<file path="src/rtl/data_cache.sv">
// data_cache: direct-mapped, write-back / write-allocate data cache.
// One 128-bit line (four 32-bit words) per entry, NUM_LINES entries.
// A miss optionally evicts a dirty victim (WRITEBACK), idles for one cycle
// (GAP), refills the line (REFILL), then replays the latched request as a hit.
// Optional feature macro: DCACHE_STATS_EN adds saturating Hit_count/Miss_count.
module data_cache #(
    parameter int  NUM_LINES       = 4,
    localparam int WORD_SIZE       = 32,
    localparam int CACHE_LINE_SIZE = 128,
    localparam int INDEX_SIZE      = $clog2(NUM_LINES),
    localparam int MA_W            = WORD_SIZE - INDEX_SIZE
) (
    input  logic                       clk,
    input  logic                       rst,
    input  logic                       Req_valid,
    input  logic                       Req_write,
    input  logic [WORD_SIZE-1:0]       Req_addr,
    input  logic [WORD_SIZE-1:0]       Req_wdata,
    output logic                       Req_ready,
    output logic [WORD_SIZE-1:0]       Rsp_rdata,
    output logic                       Stall,
    output logic [MA_W-1:0]            Mem_Address,
    output logic [CACHE_LINE_SIZE-1:0] Mem_Line_out,
    input  logic [CACHE_LINE_SIZE-1:0] Mem_Line_in,
    output logic                       Mem_Read,
    output logic                       Mem_Write,
    input  logic                       Mem_Ready
`ifdef DCACHE_STATS_EN
    ,
    output logic [15:0]                Hit_count,
    output logic [15:0]                Miss_count
`endif
);

    localparam int TAG_W   = WORD_SIZE - 4 - INDEX_SIZE;
    localparam int LADDR_W = WORD_SIZE - 4;

    typedef enum logic [1:0] {
        LOOKUP    = 2'd0,
        WRITEBACK = 2'd1,
        GAP       = 2'd2,
        REFILL    = 2'd3
    } state_e;

    state_e state_q, state_d;

    // Per-line bookkeeping; valid/dirty are reset, tag/data are not.
    logic [NUM_LINES-1:0]       valid_q, dirty_q;
    logic [TAG_W-1:0]           tag_q  [NUM_LINES];
    logic [CACHE_LINE_SIZE-1:0] data_q [NUM_LINES];

    // Latched copy of the missing request; byte-offset bits are never needed.
    logic [WORD_SIZE-1:2] req_addr_q;
    logic                 req_write_q;
    logic [WORD_SIZE-1:0] req_wdata_q;
    logic                 replay_q;

    logic                  unused_addr_bits;
    logic                  lookup, new_req, hit, req_hit, req_miss;
    logic                  victim_dirty, wb_done, refill_done, store_commit;
    logic [WORD_SIZE-1:2]  act_addr;
    logic [INDEX_SIZE-1:0] act_idx;
    logic [TAG_W-1:0]      act_tag;
    logic [1:0]            act_word;
    logic                  act_write;
    logic [WORD_SIZE-1:0]  act_wdata;
    logic [WORD_SIZE-1:0]  line_word;

    assign unused_addr_bits = ^Req_addr[1:0];

    // While idle in LOOKUP the live request addresses the array; during a
    // miss and its replay only the latched copy is used.
    assign lookup    = (state_q == LOOKUP);
    assign act_addr  = (lookup && !replay_q) ? Req_addr[WORD_SIZE-1:2] : req_addr_q;
    assign act_write = replay_q ? req_write_q : Req_write;
    assign act_wdata = replay_q ? req_wdata_q : Req_wdata;
    assign act_idx   = act_addr[4 +: INDEX_SIZE];
    assign act_tag   = act_addr[WORD_SIZE-1 -: TAG_W];
    assign act_word  = act_addr[3:2];

    assign hit          = valid_q[act_idx] && (tag_q[act_idx] == act_tag);
    assign new_req      = rst && lookup && !replay_q && Req_valid;
    assign req_hit      = new_req && hit;
    assign req_miss     = new_req && !hit;
    assign victim_dirty = valid_q[act_idx] && dirty_q[act_idx];
    assign wb_done      = (state_q == WRITEBACK) && Mem_Ready;
    assign refill_done  = (state_q == REFILL) && Mem_Ready;
    assign store_commit = Req_ready && act_write;
    assign line_word    = data_q[act_idx][{act_word, 5'd0} +: WORD_SIZE];

    // State register.
    always_ff @(posedge clk or negedge rst) begin
        if (!rst) state_q <= LOOKUP;
        else      state_q <= state_d;
    end

    // Next-state logic; miss latency is set entirely by Mem_Ready.
    always_comb begin
        state_d = state_q;
        case (state_q)
            LOOKUP:    if (req_miss) state_d = victim_dirty ? WRITEBACK : REFILL;
            WRITEBACK: if (Mem_Ready) state_d = GAP;
            GAP:       state_d = REFILL;
            REFILL:    if (Mem_Ready) state_d = LOOKUP;
            default:   state_d = LOOKUP;
        endcase
    end

    // Outputs; everything memory-facing is zero outside its own state.
    always_comb begin
        Req_ready    = lookup && (replay_q || req_hit);
        Stall        = !lookup || req_miss;
        Rsp_rdata    = Req_ready ? line_word : '0;
        Mem_Write    = (state_q == WRITEBACK);
        Mem_Read     = (state_q == REFILL);
        Mem_Address  = '0;
        Mem_Line_out = '0;
        if (state_q == WRITEBACK) begin
            Mem_Address  = MA_W'({tag_q[act_idx], act_idx});
            Mem_Line_out = data_q[act_idx];
        end else if (state_q == REFILL) begin
            Mem_Address  = MA_W'(req_addr_q[WORD_SIZE-1:4]);
        end
    end

    // Control state: latch misses, track valid/dirty, arm the replay.
    always_ff @(posedge clk or negedge rst) begin
        if (!rst) begin
            valid_q     <= '0;
            dirty_q     <= '0;
            replay_q    <= 1'b0;
            req_addr_q  <= '0;
            req_write_q <= 1'b0;
            req_wdata_q <= '0;
        end else begin
            replay_q <= refill_done;
            if (req_miss) begin
                req_addr_q  <= Req_addr[WORD_SIZE-1:2];
                req_write_q <= Req_write;
                req_wdata_q <= Req_wdata;
            end
            if (wb_done) dirty_q[act_idx] <= 1'b0;
            if (refill_done) begin
                valid_q[act_idx] <= 1'b1;
                dirty_q[act_idx] <= 1'b0;
            end
            if (store_commit) dirty_q[act_idx] <= 1'b1;
        end
    end

    // Tag/data array: refill overwrites the line, stores merge one word.
    always_ff @(posedge clk) begin
        if (refill_done) begin
            tag_q[act_idx]  <= act_tag;
            data_q[act_idx] <= Mem_Line_in;
        end
        if (store_commit) data_q[act_idx][{act_word, 5'd0} +: WORD_SIZE] <= act_wdata;
    end

`ifdef DCACHE_STATS_EN
    logic [15:0] hit_cnt_q, miss_cnt_q;

    // Saturating counters; replays are not counted as hits.
    always_ff @(posedge clk or negedge rst) begin
        if (!rst) begin
            hit_cnt_q  <= '0;
            miss_cnt_q <= '0;
        end else begin
            if (req_hit && hit_cnt_q != 16'hFFFF)   hit_cnt_q  <= hit_cnt_q + 16'd1;
            if (req_miss && miss_cnt_q != 16'hFFFF) miss_cnt_q <= miss_cnt_q + 16'd1;
        end
    end

    assign Hit_count  = hit_cnt_q;
    assign Miss_count = miss_cnt_q;
`endif

endmodule

</file>
<file path="config.mk">
export PLATFORM = sky130hd
export DESIGN_NAME = data_cache
export DESIGN_NICKNAME = d
export VERILOG_FILES = /design/src/rtl/data_cache.sv
export SDC_FILE = /design/constraint.sdc
export NUM_CORES = 1
export LEC_CHECK = 0
export ABC_AREA = 1
export ABC_CLOCK_PERIOD_IN_PS = 6300
export CORE_ASPECT_RATIO = 0.6
export CORE_UTILIZATION = 33
export DETAILED_ROUTE_END_ITERATION = 8
export DONT_BUFFER_PORTS = 1
export PLACE_DENSITY = 0.54
export SLEW_MARGIN = 40
export SYNTH_ARGS = -nofsm -noshare
export SYNTH_HDL_FRONTEND = slang
export SYNTH_SLANG_ARGS = --single-unit
export TNS_END_PERCENT = 20
</file>
<file path="constraint.sdc">
create_clock -name clk -period 6.3 [get_ports clk]
set_input_delay 1.26 -clock clk [delete_from_list [all_inputs] [get_ports clk]]
set_output_delay 1.26 -clock clk [all_outputs]
set_load 0.02 [all_outputs]
</file>
* Word-level counts from Yosys, hierarchy flattened
Memory sizes are Yosys's and may differ from the RTL's.
Cells that the tools add are included.
** Word-level totals
- Bits in registers :: 74
- Bits in latches :: 0
- Bits in writable memories :: 616
- ROM bits :: 0
- Input bits :: 197
- Output and inout bits :: 194
- Logic and storage cells :: 328
- Memories kept :: 2
** Cells by class
- Add/subtract/negate cells :: 1
- $mul :: 0
- Divide/modulo/power cells :: 0
- Order comparisons :: 2
- Eq/ne operators :: 7
- Shift-type cells :: 3
- Muxes and demuxes :: 153
- Bitwise operators :: 133
- Reduce and logical (&&, ||, !) cells :: 20
** Memories
- data_q :: words 4, width 128, read ports 1, clocked after memory_dff 0, wr ports 1, line 50 : logic [CACHE_LINE_SIZE-1:0] data_q [NUM_LINES];
- tag_q :: words 4, width 26, read ports 1, clocked after memory_dff 0, wr ports 1, line 49 : logic [TAG_W-1:0] tag_q [NUM_LINES];
** Operators with widths (number)
- $mux 128 :: 2
- $mux 1 :: 135
- $or 1x1->1 :: 128
- $shift 32x9->128 const A :: 1
- $shiftx 128x8->32 :: 1
- $shiftx 32x9->128 :: 1
- $mux 32 :: 2
- $mux 28 :: 2
- $mux 30 :: 1
- $eq 26x26->1 :: 1
- $logic_and 1x1->1 :: 13
- $mux 4 :: 3
- $neg 7->9 :: 1
- $and 4x4->4 :: 2
- $mux 2 :: 4
- $or 4x4->4 :: 2
- $pmux 2 s4 :: 1
- $ne 2x1->1 const B :: 3
- $bmux 1 s2 :: 2
- $eq 2x2->1 const B :: 2
- $not 4->4 :: 1
- $logic_not 1->1 :: 3
- $lt 2x3->1 const B :: 1
- $reduce_and 3->1 :: 1
- other kinds (5) :: 6

* Longest topological paths before layout
Gate-level depths: netlist (run 1).
- Word-level depth :: 14
- Mapped depth :: 24
- Gate-level depth less buffers :: 22

* Worst setup path before layout (run 1)
No wires, ideal clock.
- Path type :: reg-to-reg
- Start :: reg state_q[0]
- End :: mem data_q[0][64], enable pin
- Library setup time :: 432 ps
- Arrival time :: 4795 ps
- Data required time :: 5868 ps
- Slack :: 1073 ps
- Stages on the path, launching flop included :: 17
- Buffers on the path :: 7
- Period minus slack after synthesis :: 5227 ps
- Cells stage by stage :: dfrtp_1 inv_1 ha_1 buf_4 nand2_4 buf_4 buf_2 inv_1 or2_2 o21ai_1 clkbuf_1 clkbuf_1 ha_1 clkbuf_1 nand4_2 buf_2 a21oi_1
** Between the ends
- Word-level cells in the longest chain between the ends :: 13
- Elaborated cells between the ends (all ways) :: 24
- Those cells by class :: 1 x add/sub; 2 x eq/ne; 1 x shift; 7 x mux; 1 x bitwise; 11 x reduce/logical; 1 x memory
** RTL lines
- from (decl) :: line 45 : state_e state_q, state_d;
- from (signal assigned) :: line 94 : else state_q <= state_d;
- parallel branches: the longest is 13 deep, another holds $neg 7->9
- to (decl) :: line 50
Several ways; the timed one is not identified. The select of a mux whose other input is x is not followed.

* Worst setup path in the final report (run 1)
- Start :: reg state_q[0]
- End :: out Rsp_rdata[13]
** Between the ends
- Word-level cells in the longest chain between the ends :: 10
- Elaborated cells between the ends (all ways) :: 17
- Those cells by class :: 1 x eq/ne; 1 x shift; 4 x mux; 9 x reduce/logical; 2 x memory
** RTL lines
- $logic_not 2->1 * :: line 73 : assign lookup = (state_q == LOOKUP);
- parallel branches: the longest is 8 deep, another holds $mem_v2 4x128
- $mux 32 * :: line 113 : Rsp_rdata = Req_ready ? line_word : '0;
- to (decl) :: line 20 : output logic [WORD_SIZE-1:0] Rsp_rdata,
Every way passes the cells marked *. The select of a mux whose other input is x is not followed.

==> results of run 1 <==
cells in the final DEF (no fill, tap or decap), types with 4 or more instances in the layout:
cell                          n
sky130_fd_sc_hd__diode_2     21
sky130_fd_sc_hd__o21ai_1     33
sky130_fd_sc_hd__buf_4      182
sky130_fd_sc_hd__o21a_1      69
sky130_fd_sc_hd__buf_12      14
sky130_fd_sc_hd__clkinv_2    12
sky130_fd_sc_hd__o21ai_0    190
sky130_fd_sc_hd__nor2_1     453
sky130_fd_sc_hd__nand4_2      4
sky130_fd_sc_hd__o221ai_1    21
sky130_fd_sc_hd__nand2_1    740
sky130_fd_sc_hd__nor3_1      32
sky130_fd_sc_hd__o211ai_1    20
sky130_fd_sc_hd__a21oi_1     32
sky130_fd_sc_hd__ha_1         9
sky130_fd_sc_hd__bufinv_16    7
sky130_fd_sc_hd__clkinv_1    10
sky130_fd_sc_hd__nand3b_1    20
sky130_fd_sc_hd__a21oi_4     17
sky130_fd_sc_hd__inv_1      308
sky130_fd_sc_hd__nand2_2      6
sky130_fd_sc_hd__nand2_4      4
sky130_fd_sc_hd__o22a_1      21
sky130_fd_sc_hd__edfxtp_1   616
sky130_fd_sc_hd__dfrtp_1     73
sky130_fd_sc_hd__o22ai_1    145
sky130_fd_sc_hd__clkbuf_1    19
sky130_fd_sc_hd__nand3_1     60
sky130_fd_sc_hd__a211oi_1    12
sky130_fd_sc_hd__clkbuf_16   72
sky130_fd_sc_hd__nand4_1    128
cell type report:
cell class	count	area [um2]
antenna	21	52.55
clock buffer	91	1873
clock inverter	37	422.9
fill	9563	59190
inverter	316	1204
multi-input combinational	2036	9922
sequential	690	20350
tap	1305	1633
timing repair buffer	199	1690
sequential cells by signal (all words and copies together), names as in the netlist:
register	count
data_q	512
dirty_q	4
replay_q	1
req_addr_q	30
req_wdata_q	32
req_write_q	1
state_q	2
tag_q	104
valid_q	4
per-stage QoR:
stage               cells  power (mW)    util  instance area, um2  worst slack [ns]
floorplan            3270       12.90       -               32150             1.073
global placement     4541       17.07  0.3602               34700            0.5207
detailed placement   4544       17.13  0.3607               34750            0.4926
CTS                  4672       21.39  0.3845               37040           0.01198
global route         4690       22.61  0.3855               37140           0.01507
finish               4695       21.53  0.3856               37150            0.2545
critical path: cells and delay by family (launching register included):
kind	cells	cell delay, ns
AOI/OAI and AO/OA	1	0.33
adders and majority gates	1	0.20
buffers and inverters	4	0.75
DFF	1	0.41
and+or+nand+nor	14	2.42
power groups by stage:
stage                     clock network, mW  logic, mW  registers (mW)
after floorplan                           0       6.76            6.14
after global placement                    0       10.9            6.15
after detailed placement                  0       11.0            6.17
after CTS                              4.32       11.0            6.08
after global routing                   4.50       12.0            6.14
final                                  4.27       11.2            6.08
path summary, 6_finish.rpt:
path | to | slack (ns) | depth (start not counted)
worst max-delay path | Rsp_rdata[13] | 0.25 | 20
worst min-delay path | req_addr_q[18]$_DFFE_PN0P_ | 0.31 | 0
worst max register to register | data_q[0][92]$_DFFE_PP_ | 1.10 | 20
worst min register to register | valid_q[3]$_DFFE_PN0P_ | 0.46 | 2
max in group asynchronous | req_wdata_q[19]$_DFFE_PN0P_ | 5.85 | 0
min in group clk | valid_q[3]$_DFFE_PN0P_ | 0.46 | 2
kinds of logic after synthesis:
group,count (synthesis),share of synthesized area
buffers and inverters,544,0.06707
AOI/OAI and AO/OA,567,0.1072
other,1,0.0001167
DFF,690,0.6331
muxes,1,0.0003114
adders and majority gates,10,0.003892
and+or+nand+nor,1456,0.1884
metal layers:
layer	vias to the layer above	global-route usage	wire length [um]
li1	11310	-	-
met1	12140	0.3184	49560
met2	1035	0.3312	49950
met3	140	0.06256	10640
met4	8	0.07843	3264
met5	-	0	52
what timing repair did:
item | 4_1_cts | 5_1_grt
setup endpoints to repair | 0 | 32
endpoints found under the hold margin | 0 | 0
setup buffers | 0 | 2
hold buffers | 0 | 0
resized for setup | 0 | 3
==> results.toml, run 1 <==
[timing]
timing_worst_slew_pin_value_ns = 0.8715
worst_slew_margin_rel = 0.4129
fin_skew_ns = 0.03440
timing.final.crit_share = 0.9596
achievable-frequency_mhz = 165.4
maxSlewViolCount = 0
finalSetupViolations = 0
timing.hold.ws_ns = 0.3124
rsz_0062_raised_after_global_routing = "no"
totalNegativeSetupSlack_ns = 0
finalHoldViolCount = 0
finalCriticalPeriod_ns = 6.046

[drt]
vias_per_cell = 5.246
detail_route.iter0.violations = 3074
route.detailed.drc = 0
drt-total-wl_mm = 113.5
detailroute.via_count = 24630
route.antenna.remaining_nets = 0
avgRoutedWirePerCell_um = 24.17
firstDrtPassIters = 6

[logic_synthesis]
number_of_enable_flip_flop_cells_after_synthesis = 616
syn_inst = 3269
synth.lib_cells_used.distinct = 34
synth_area_leaders = "sky130_fd_sc_hd__edfxtp_1, sky130_fd_sc_hd__nand2_1, sky130_fd_sc_hd__dfrtp_1, sky130_fd_sc_hd__nor2_1, sky130_fd_sc_hd__inv_1"
post-synth-top-count-cell = "sky130_fd_sc_hd__nand2_1"
synth_top_area_frac = 0.5755
synth_seq_area_share = 0.6331
ys_ff_latch = 690
synth_warnings = 0
synthesis.area_per_instance_um2 = 9.833
dominantRegCellSynth = "sky130_fd_sc_hd__edfxtp_1"
synth_common_cells = "sky130_fd_sc_hd__nand2_1, sky130_fd_sc_hd__edfxtp_1, sky130_fd_sc_hd__nor2_1"
mappedNetlistArea_mm2 = 0.03214
post-synth-top-area-cell = "sky130_fd_sc_hd__edfxtp_1"
synth_async_reset_ratio = 0.1072

[worst_setup_path]
cp-startpoint = "state_q[0]$_DFFE_PN0P_"
worst-endpoint-arrival_ns = 4.79
critical_path_class = "register to output port"
path_common_cell = "sky130_fd_sc_hd__nand2_1"
timing.critical_path.slowest_cell_delay_ns = 0.41
crit_path_cell_trace = "inv_1, ha_1, buf_4, nand2_4, nand2_2, nand2_4, buf_4, nand2_1, nand2_1, nand2_1, nand3_1, nand2_1, nor2_1, nand3_1, nor2_1, nand3_2, nand2_2, nand2_2, a211oi_1, buf_4"
worst_r2r_startpoint = "state_q[0]$_DFFE_PN0P_"
crit_path_max_fanout = 23
startpoint_type = "register"
required_ns = 5.04
critical_path.slowest_cell = "sky130_fd_sc_hd__dfrtp_1"
setup.worst_path.end_class = "output port"

[power_and_ir_drop]
p_leak_nw = 14.61
clockPowerShare = 0.198
power_spent_charging_and_discharging_nets_mw = 10.41
pwr-share-seq = 0.282
irDropWorstVdd_mv = 0.3413
power.internal_mw = 11.12
p_sw_frac = 0.4834
power-per-cell-area_mw_per_mm2 = 579.7
share_comb_of_total_power = 0.519

[grt]
grt.overflow.total = 0
grt_first_pass_wirelength_mm = 160.8
number_of_antenna_violations_at_the_first_check_in_global_routing = 22
grt_max_degree = 126
grt_pass1_vias = 22700
grt_usage = 0.2258

[floorplan]
die_w_um = 404.9
floorplan.initialDensity = 0.3336
core_area_mm2 = 0.09634
dieArea_mm2 = 0.09870
die_height_um = 243.8
io-pin-count = 391
num_rows = 88

[clock_network]
clk_transition_reported_paths_ns = 0.07
clkLatencyLatePin_ns = 0.66
tritoncts.num_buffers = 70
cts_tree = "yes"
clk_path_buf_depth = 3
cts.sink_count = 690
root_buffer = "sky130_fd_sc_hd__clkbuf_16"
ctsHtreeMaxLevel = 3

[finish]
nets = 3520
layout-drive-gt1-share = 0.1048
area_delta_synth_final_pct = 15.57

[placement]
gpl.final_weighted_congestion = 0.9573
dpl.hpwl_mm = 82.03
portBuffers = 0

[job]
drv.max_cap_violation_count = 0

[min_path]
hold_class = "input port to async pin"

[outcome]
status = "complete, no violations"
Note: power is estimated with default switching activity, not from simulation.
==> run 2, diff against run 1 <==
--- a/constraint.sdc
+++ b/constraint.sdc
@@ -3,2 +3,2 @@
 set_output_delay 1.26 -clock clk [all_outputs]
-set_load 0.02 [all_outputs]
+set_load 0.005 [all_outputs]
==> results.toml, run 2 (same netlist as run 1, synthesis figures left out) <==
[power_and_ir_drop]
power.internal_mw = 10.78
pwr-share-seq = 0.295
power-per-cell-area_mw_per_mm2 = 566.2
p_leak_nw = 14.12
clockPowerShare = 0.204
p_sw_frac = 0.4772
irDropWorstVdd_mv = 0.4401
share_comb_of_total_power = 0.501
total_power_mw = 20.62
power_spent_charging_and_discharging_nets_mw = 9.839

[placement]
portBuffers = 0
dpl.hpwl_mm = 81.79
dpl_worst_slack_ns = 0.6930
gpl.final_weighted_congestion = 0.9696

[drt]
vias_per_cell = 5.273
avgRoutedWirePerCell_um = 24.82
drt-total-wl_mm = 114.2
detailroute.via_count = 24270
route.detailed.drc = 0
firstDrtPassIters = 6
route.antenna.remaining_nets = 0
detail_route.iter0.violations = 3145

[floorplan]
die_w_um = 404.9
core_area_mm2 = 0.09634
floorplan.initialDensity = 0.3336
die_height_um = 243.8
dieArea_mm2 = 0.09870
num_rows = 88
io-pin-count = 391

[timing]
achievable-frequency_mhz = 168.0
fin_skew_ns = 0.03435
rsz_0062_raised_after_global_routing = "no"
totalNegativeSetupSlack_ns = 0
maxSlewViolCount = 0
timing.final.crit_share = 0.9447
worst_slew_margin_rel = 0.4486
finalCriticalPeriod_ns = 5.951
finalHoldViolCount = 0
setup_ws_ns = 0.3485
finalSetupViolations = 0
timing_worst_slew_pin_value_ns = 0.8271

[grt]
number_of_antenna_violations_at_the_first_check_in_global_routing = 20
grt.overflow.total = 0
grt_first_pass_wirelength_mm = 160.0
grt_pass1_vias = 21410
grt_max_degree = 135
grt_usage = 0.2263

[worst_setup_path]
timing.reg2reg.setup_slack_ns = 1.09
critical_path_class = "register to output port"
worst_r2r_startpoint = "state_q[0]$_DFFE_PN0P_"
ff2ff_path_depth = 20
cp-startpoint = "state_q[0]$_DFFE_PN0P_"
critical_path.slowest_cell = "sky130_fd_sc_hd__dfrtp_1"
setup.worst_path.end_class = "output port"
crit_path_max_fanout = 49
startpoint_type = "register"
timing.critical_path.slowest_cell_delay_ns = 0.41
termination_of_the_worst_setup_path = "Rsp_rdata[10]"
required_ns = 5.04
timing.rr.end = "data_q[1][106]$_DFFE_PP_"
worst-endpoint-arrival_ns = 4.69
crit_path_cell_trace = "inv_1, ha_1, nand2_4, nand2_2, nand2_2, buf_12, nor2_1, nand2_1, nand2_1, nor2_1, nand2_1, nor2_1, nand3_1, nor2_1, nand3_2, a21oi_4, buf_12, buf_4, nand2_1, a21oi_1"

[clock_network]
cts.sink_count = 690
cts_tree = "yes"
number_of_buffers_inserted_by_hold_repair_at_cts = 0
tritoncts.num_buffers = 71
clk_path_buf_depth = 3
root_buffer = "sky130_fd_sc_hd__clkbuf_16"
ctsHtreeMaxLevel = 3
post_cts_buffers = 0
clk_transition_reported_paths_ns = 0.06
clkLatencyLatePin_ns = 0.67
cts.repair.resized = 0

[finish]
area_delta_synth_final_pct = 13.29
final_cell_mix = "sky130_fd_sc_hd__nand2_1, sky130_fd_sc_hd__edfxtp_1, sky130_fd_sc_hd__nor2_1"
layout-drive-gt1-share = 0.08130
reg_top3 = "data_q x512, tag_q x104, req_wdata_q x32"
largest_register = "data_q"
final_core_utilization = 0.3780
filler_cell_count = 9630
final_common_cell = "sky130_fd_sc_hd__nand2_1"
largest_reg_flops = 512
nets = 3436

[min_path]
hold_class = "input port to async pin"

[job]
drv.max_cap_violation_count = 0

[outcome]
status = "complete, no violations"
[run 2: changes by cell type in the layout (fill, tap and decap cells not counted), sizes merged]
cell    change
inv         +1
buf        -84
clkbuf      -5
bufinv      -2
clkinv      +5
diode       -8
[run 2: cell type report]
class	instances	area (um2)	share of cell area
multi-input cells	2036	9931	0.2727
repair buffers	114	1008	0.02769
clock inverters	41	396.6	0.01089
clock buffers	87	1858	0.05102
well taps	1305	1633	0.04484
inverters	316	1206	0.03312
diodes	13	32.53	0.0008933
flip-flops and latches	690	20350	0.5588
[run 2: routing by layer]
layer	wire (um)	share of wire	vias up	GRT usage
li1	-	-	11160	-
met1	50700	0.44	11830	0.3377
met2	49710	0.44	1113	0.3263
met3	10990	0.096	153	0.05173
met4	2789	0.024	12	0.06150
met5	60	0.00053	-	0
[run 2: power groups by stage]
stage          clock (mW)  combinational, mW  sequential (mW)
2_1_floorplan           0               6.14             6.14
3_3_place_gp            0               10.1             6.15
3_5_place_dp            0               10.1             6.17
4_1_cts              4.26               10.2             6.08
5_1_grt              4.44               11.1             6.14
6_report             4.20               10.3             6.08
[run 2: worst min-delay path by stage]
stage / cells after the start / start / end
3_3_place_gp: 2 / valid_q[3]$_DFFE_PN0P_ / valid_q[3]$_DFFE_PN0P_
2_1_floorplan: 2 / valid_q[0]$_DFFE_PN0P_ / valid_q[0]$_DFFE_PN0P_
3_5_place_dp: 2 / valid_q[1]$_DFFE_PN0P_ / valid_q[1]$_DFFE_PN0P_
6_report: 0 / rst / req_addr_q[18]$_DFFE_PN0P_
5_1_grt: 0 / rst / req_addr_q[18]$_DFFE_PN0P_
4_1_cts: 0 / rst / req_addr_q[18]$_DFFE_PN0P_
[run 2: metrics by stage]
step                      area, um2  instances  hold slack, ns
after global routing          36410       4601          0.2680
after CTS                     36360       4589          0.2604
after detailed placement      34100       4461          0.4515
after global placement        34060       4459          0.4393
final                         36420       4602          0.3039
after floorplan               32150       3270          0.4274
[run 2: critical path: cells and delay by family, from the launching register on]
kind,cells,cell delay [ns]
AOI/OAI and AO/OA,2,0.38
adders and majority gates,1,0.27
buffers and inverters,4,0.79
and+or+nand+nor,13,2.13
DFF,1,0.41
